## config.mk

```make
export PLATFORM = sky130hd
export DESIGN_NAME = fp_to_int_32
export DESIGN_NICKNAME = d
export VERILOG_FILES = /design/src/rtl/fp_pkg.sv /design/src/rtl/fp_unpack_32.sv /design/src/rtl/fp_to_int_32.sv
export SDC_FILE = /design/constraint.sdc
export NUM_CORES = 1
export LEC_CHECK = 0
export CORE_ASPECT_RATIO = 0.5
export CORE_UTILIZATION = 53
export DETAILED_ROUTE_END_ITERATION = 8
export GPL_TIMING_DRIVEN = 0
export MAX_ROUTING_LAYER = met4
export PLACE_DENSITY = 0.78
export SLEW_MARGIN = 15
export SYNTH_ARGS = -nofsm -noshare
export SYNTH_HDL_FRONTEND = slang
export SYNTH_SLANG_ARGS = --single-unit
```

## constraint.sdc

```tcl
create_clock -name clk -period 2.54 [get_ports clk]
set_input_delay 0.762 -clock clk [delete_from_list [all_inputs] [get_ports clk]]
set_output_delay 0.762 -clock clk [all_outputs]
set_load 0.1 [all_outputs]
```

## src/rtl/fp_pkg.sv

```systemverilog
// Shared FP32 field layout, integer limits and converter FSM encoding.
package fp_pkg;
   localparam int SIGN_BIT = 31;
   localparam int EXP_MSB  = 30;
   localparam int EXP_LSB  = 23;
   localparam int FRAC_MSB = 22;
   localparam int FRAC_W   = 23;
   localparam int MANT_W   = 24;

   localparam logic [7:0] BIAS    = 8'd127;
   localparam logic [7:0] EXP_INF = 8'hFF;
   // Exponent where the mantissa LSB has weight 1, and where |value| reaches 2^31.
   localparam logic [7:0] EXP_UNITY = BIAS + 8'd23;
   localparam logic [7:0] EXP_EXACT = BIAS + 8'd31;

   localparam logic [31:0] INT_MAX = 32'h7FFF_FFFF;
   localparam logic [31:0] INT_MIN = 32'h8000_0000;

   typedef enum logic {
      ST_IDLE  = 1'b0,
      ST_SHIFT = 1'b1
   } state_t;

   typedef struct packed {
      logic              s;
      logic [7:0]        e;
      logic [MANT_W-1:0] m;
      logic              is_nan;
      logic              is_inf;
   } fp_unpacked_t;
endpackage

```

## src/rtl/fp_unpack_32.sv

```systemverilog
// FP32 field extraction shared with the adder; hidden bit is the OR of the exponent.
module fp_unpack_32
   import fp_pkg::*;
(
   input  logic [31:0]  i_a,
   output fp_unpacked_t o_f
);
   logic [FRAC_W-1:0] w_frac;

   always_comb begin
      w_frac     = i_a[FRAC_MSB:0];
      o_f.s      = i_a[SIGN_BIT];
      o_f.e      = i_a[EXP_MSB:EXP_LSB];
      o_f.m      = {|i_a[EXP_MSB:EXP_LSB], w_frac};
      o_f.is_nan = (o_f.e == EXP_INF) && (w_frac != '0);
      o_f.is_inf = (o_f.e == EXP_INF) && (w_frac == '0);
   end
endmodule

```

## src/rtl/fp_to_int_32.sv

```systemverilog
// Multicycle FP32 -> INT32 converter (truncating); aligns the mantissa one bit per cycle.
module fp_to_int_32
   import fp_pkg::*;
(
   input  logic        clk,
   input  logic        reset,
   input  logic        start,
   input  logic [31:0] a,
   output logic        busy,
   output logic        done,
   output logic [31:0] result,
   output logic        invalid
);
   fp_unpacked_t w_f;
   state_t       r_state, w_nxt;
   logic         w_accept, w_finish;

   logic [31:0]  r_mag, w_ld_mag;
   logic [4:0]   r_cnt, w_ld_cnt;
   logic         r_dir, w_ld_dir;     // 1 = shift left
   logic         r_byp, w_ld_byp;     // mag already holds the final result
   logic         r_inv, w_ld_inv;
   logic         r_sign;
   logic [31:0]  r_result;
   logic         r_invalid, r_done;

   fp_unpack_32 u_unpack (.i_a(a), .o_f(w_f));

   // Classifier: specials and small values bypass alignment with cnt=0.
   always_comb begin
      w_ld_mag = {8'b0, w_f.m};
      w_ld_cnt = '0;
      w_ld_dir = 1'b0;
      w_ld_byp = 1'b0;
      w_ld_inv = 1'b0;
      if (w_f.is_nan || w_f.is_inf) begin
         w_ld_mag = (w_f.is_nan || !w_f.s) ? INT_MAX : INT_MIN;
         w_ld_byp = 1'b1;
         w_ld_inv = 1'b1;
      end else if (w_f.e == EXP_EXACT && w_f.s && w_f.m[FRAC_MSB:0] == '0) begin
         w_ld_mag = INT_MIN;
         w_ld_byp = 1'b1;
      end else if (w_f.e >= EXP_EXACT) begin
         w_ld_mag = w_f.s ? INT_MIN : INT_MAX;
         w_ld_byp = 1'b1;
         w_ld_inv = 1'b1;
      end else if (w_f.e < BIAS) begin
         w_ld_mag = '0;
         w_ld_byp = 1'b1;
      end else if (w_f.e <= EXP_UNITY) begin
         w_ld_cnt = 5'(EXP_UNITY - w_f.e);
      end else begin
         w_ld_dir = 1'b1;
         w_ld_cnt = 5'(w_f.e - EXP_UNITY);
      end
   end

   always_ff @(posedge clk or negedge reset) begin
      if (!reset) r_state <= ST_IDLE;
      else        r_state <= w_nxt;
   end

   always_comb begin
      w_nxt    = r_state;
      w_accept = 1'b0;
      w_finish = 1'b0;
      case (r_state)
         ST_IDLE: if (start) begin
            w_accept = 1'b1;
            w_nxt    = ST_SHIFT;
         end
         ST_SHIFT: if (r_cnt == '0) begin
            w_finish = 1'b1;
            w_nxt    = ST_IDLE;
         end
         default: w_nxt = ST_IDLE;
      endcase
   end

   always_ff @(posedge clk or negedge reset) begin
      if (!reset) begin
         r_mag     <= '0;
         r_cnt     <= '0;
         r_dir     <= 1'b0;
         r_byp     <= 1'b0;
         r_inv     <= 1'b0;
         r_sign    <= 1'b0;
         r_result  <= '0;
         r_invalid <= 1'b0;
         r_done    <= 1'b0;
      end else begin
         r_done <= w_finish;
         if (w_accept) begin
            r_mag  <= w_ld_mag;
            r_cnt  <= w_ld_cnt;
            r_dir  <= w_ld_dir;
            r_byp  <= w_ld_byp;
            r_inv  <= w_ld_inv;
            r_sign <= w_f.s;
         end else if (r_state == ST_SHIFT && r_cnt != '0) begin
            r_mag <= r_dir ? (r_mag << 1) : (r_mag >> 1);
            r_cnt <= r_cnt - 5'd1;
         end
         if (w_finish) begin
            r_result  <= (r_byp || !r_sign) ? r_mag : -r_mag;
            r_invalid <= r_inv;
         end
      end
   end

   assign busy    = (r_state != ST_IDLE);
   assign done    = r_done;
   assign result  = r_result;
   assign invalid = r_invalid;
endmodule
```

==> flow_metrics.py <==
metrics = {
    "final_layout": {
        "fillers": 658,
        "diodes": 0,
        "utilization_pct": 71.6,
        "layout-drive-gt1-share_pct": 8.86,
        "nNetsFinal": 660,
        "syn2layout_area_growth_pct": 27.2,
        "multi_input_area_um2": 2600,
        "register_area_um2": 1900,
    },
    "cts": {
        "clock_sinks": 76,
        "ctsRootBufferMaster": "clkbuf_16",
        "clk_path_buf_depth": 2,
        "cts_hold_buf": 0,
        "htreeDepth": 3,
        "clk_pin_slew_ns": 0.06,
        "cts_tree": "built",
        "cts_buffers": 9,
        "clk-insertion-delay-late_ns": 0.34,
    },
    "critical_path": {
        "arrival_ns": 1.74,
        "setup.worst_path.start_class": "flop",
        "critPathSlowestCell": "dlygate4sd2_1",
        "crit_chain": "dlygate4sd2_1",
        "endpoint_kind": "output pin",
        "crit_family": "buffers and inverters",
        "crit_type": "flop to output pin",
        "cp_max_fo": 7,
        "crit_buf_inv": 1,
        "slowest_delay_ns": 0.90,
        "crit_required_ns": 1.78,
    },
    "timing": {
        "hold_violations": 0,
        "worst_pin_slew_ns": 0.987,
        "max_clock_freq_ghz": 0.400,
        "relSlewSlack_pct": 34.5,
        "setup_viol": 0,
        "rsz0062_at_grt": "no",
        "setup_slack_ns": 0.0417,
        "period_needed_ns": 2.50,
        "finClkSkew_ns": 0.00591,
        "drv_slew": 0,
        "min_period_over_period_pct": 98.4,
    },
    "synthesis": {
        "ys_ff_latch": 76,
        "synth_most_common_cell": "o21ai_0",
        "synthCells": 531,
        "netlist_area_um2": 4630,
        "yosysSeqAreaShare_pct": 41.0,
        "synthArstFlopShare_pct": 100,
        "yosysTopAreaCell": "dfrtp_1",
        "synthFlopType": "dfrtp_1",
        "synth_top_area_share_pct": 41.0,
        "synth_area_leaders": "dfrtp_1, o21ai_0, mux2i_1",
        "synth_cell_types": 58,
        "yosys_warnings": 0,
        "synth.avg_cell_area_um2": 8.73,
        "syn-num-nets": 575,
        "netlist_top_cells_count": "o21ai_0, dfrtp_1, nand2_1",
        "synth-edff-count": 0,
    },
    "die": {
        "initial_core_util_pct": 56.3,
        "ios": 70,
        "die_area_um2": 9140,
        "die_x_um": 134,
        "fp-row-count": 23,
        "core_area_um2": 8230,
        "die_h_um": 68.1,
    },
    "placement": {
        "dp_hpwl_um": 8990,
        "numPortBuffers": 69,
        "routabilityCongestion": 0.907,
        "pre_cts_ws_ns": -1.24,
    },
    "grt": {
        "grt_max_degree": 49,
        "track_usage_pct": 29.4,
        "grt_pass1_vias": 3968,
        "grt_pass1_wl_um": 19800,
        "antenna_found_initial": 0,
        "overflow": 0,
    },
    "routing": {
        "ant_nets": 0,
        "drt-total-wl_um": 12400,
        "drc": 0,
        "drt-wirelength-per-cell_um": 17.0,
        "drt-initial-drc-count": 350,
        "via_per_inst": 6.00,
        "drtPass1Iterations": 5,
        "vias": 4395,
    },
    "flow_run": {
        "drv_cap": 0,
    },
    "worst_hold_path": {
        "hp-class": "primary input to async pin",
    },
    "run_status": {
        "status": "completed",
    },
}
[flip-flops by register name, indices dropped and copies added, names as in the netlist]
| signal | flops |
|---|---|
| r_cnt | 5 |
| invalid | 1 |
| result | 32 |
| r_inv | 1 |
| r_byp | 1 |
| r_sign | 1 |
| done | 1 |
| r_dir | 1 |
| r_mag | 32 |
| busy | 1 |
[path summary, 6_finish.rpt]
path / start / endpoint / slack [ns] / cells after the start
worst max-delay path: busy$_DFF_PN0_ / busy / 0.04 / 1
worst min-delay path: reset / result[31]$_DFFE_PN0P_ / 0.35 / 1
worst max register to register: r_cnt[0]$_DFFE_PN0P_ / r_cnt[4]$_DFFE_PN0P_ / 0.20 / 10
worst min register to register: result[26]$_DFFE_PN0P_ / result[26]$_DFFE_PN0P_ / 0.47 / 2
max in group asynchronous: reset / result[9]$_DFFE_PN0P_ / 1.62 / 2
min in group clk: result[26]$_DFFE_PN0P_ / result[26]$_DFFE_PN0P_ / 0.47 / 2
[per-stage QoR]
step	area (um2)	hold slack, ns	setup TNS [ns]	cells
after detailed placement	5490	0.465	-35.87	713
final	5890	0.354	0	733
after CTS	5810	0.364	0	731
after global routing	5890	0.382	0	733
after global placement	5460	0.453	-178.63	712
after floorplan	4630	0.439	0	531
[cells by family after synthesis]
logic type | count (synthesis) | share of synthesized area [%]
adder cells (fa/ha/maj) | 9 | 2.43
AND/OR/NAND/NOR | 178 | 19.6
multiplexers | 33 | 7.16
buffers and inverters | 50 | 4.75
AO/OA/AOI/OAI | 156 | 19.5
XOR/XNOR | 29 | 5.48
flip-flops | 76 | 41.0
[cell type report]
type / count / area share, %
Clock buffer: 11 / 4.12
Multi-Input combinational cell: 405 / 44.2
Buffer: 41 / 3.40
Tap cell: 112 / 2.38
Timing Repair Buffer: 74 / 11.8
Sequential cell: 76 / 32.3
Inverter: 9 / 0.573
Clock inverter: 5 / 1.27
[placed cells by master, fill, tap and decap left out, types with 3 or more instances in the layout]
| cell type | instances |
|---|---|
| clkdlybuf4s50_1 | 30 |
| or4_1 | 3 |
| o22a_1 | 7 |
| buf_4 | 8 |
| nand3_1 | 27 |
| o31ai_1 | 5 |
| ha_1 | 9 |
| nand2_1 | 72 |
| buf_6 | 4 |
| a31oi_1 | 7 |
| xnor2_1 | 16 |
| a21oi_1 | 37 |
| xor2_1 | 13 |
| nand4_1 | 3 |
| mux2i_1 | 32 |
| nor2_1 | 19 |
| nor4_1 | 6 |
| dlygate4sd2_1 | 36 |
| nor3_1 | 6 |
| o21ai_0 | 76 |
| and3_1 | 4 |
| inv_1 | 9 |
| nor2b_1 | 5 |
| clkbuf_16 | 9 |
| or3_1 | 3 |
| clkinv_2 | 3 |
| nand2b_1 | 5 |
| clkbuf_1 | 30 |
| buf_1 | 3 |
| dfrtp_1 | 76 |
[metal layers]
layer | up-vias | part of all wire [%] | global-route usage [%]
li1 | 2073 | - | -
met1 | 2157 | 47 | 38.6
met2 | 148 | 46 | 45.9
met3 | 17 | 6.3 | 6.15
met4 | 0 | 1.2 | 10.4
met5 | - | 0 | -
[timing repair]
| item | 4_1_cts | 5_1_grt |
|---|---|---|
| endpoints found under the setup margin | 74 | 38 |
| buffers inserted | 2 | 2 |
| resized for setup | 49 | 21 |
| gates cloned | 0 | 0 |
| pin swaps | 1 | 1 |
Power is left out: the tool's default activity adds up to more than one toggle a clock period on the data nets, which glitch-free logic cannot reach.
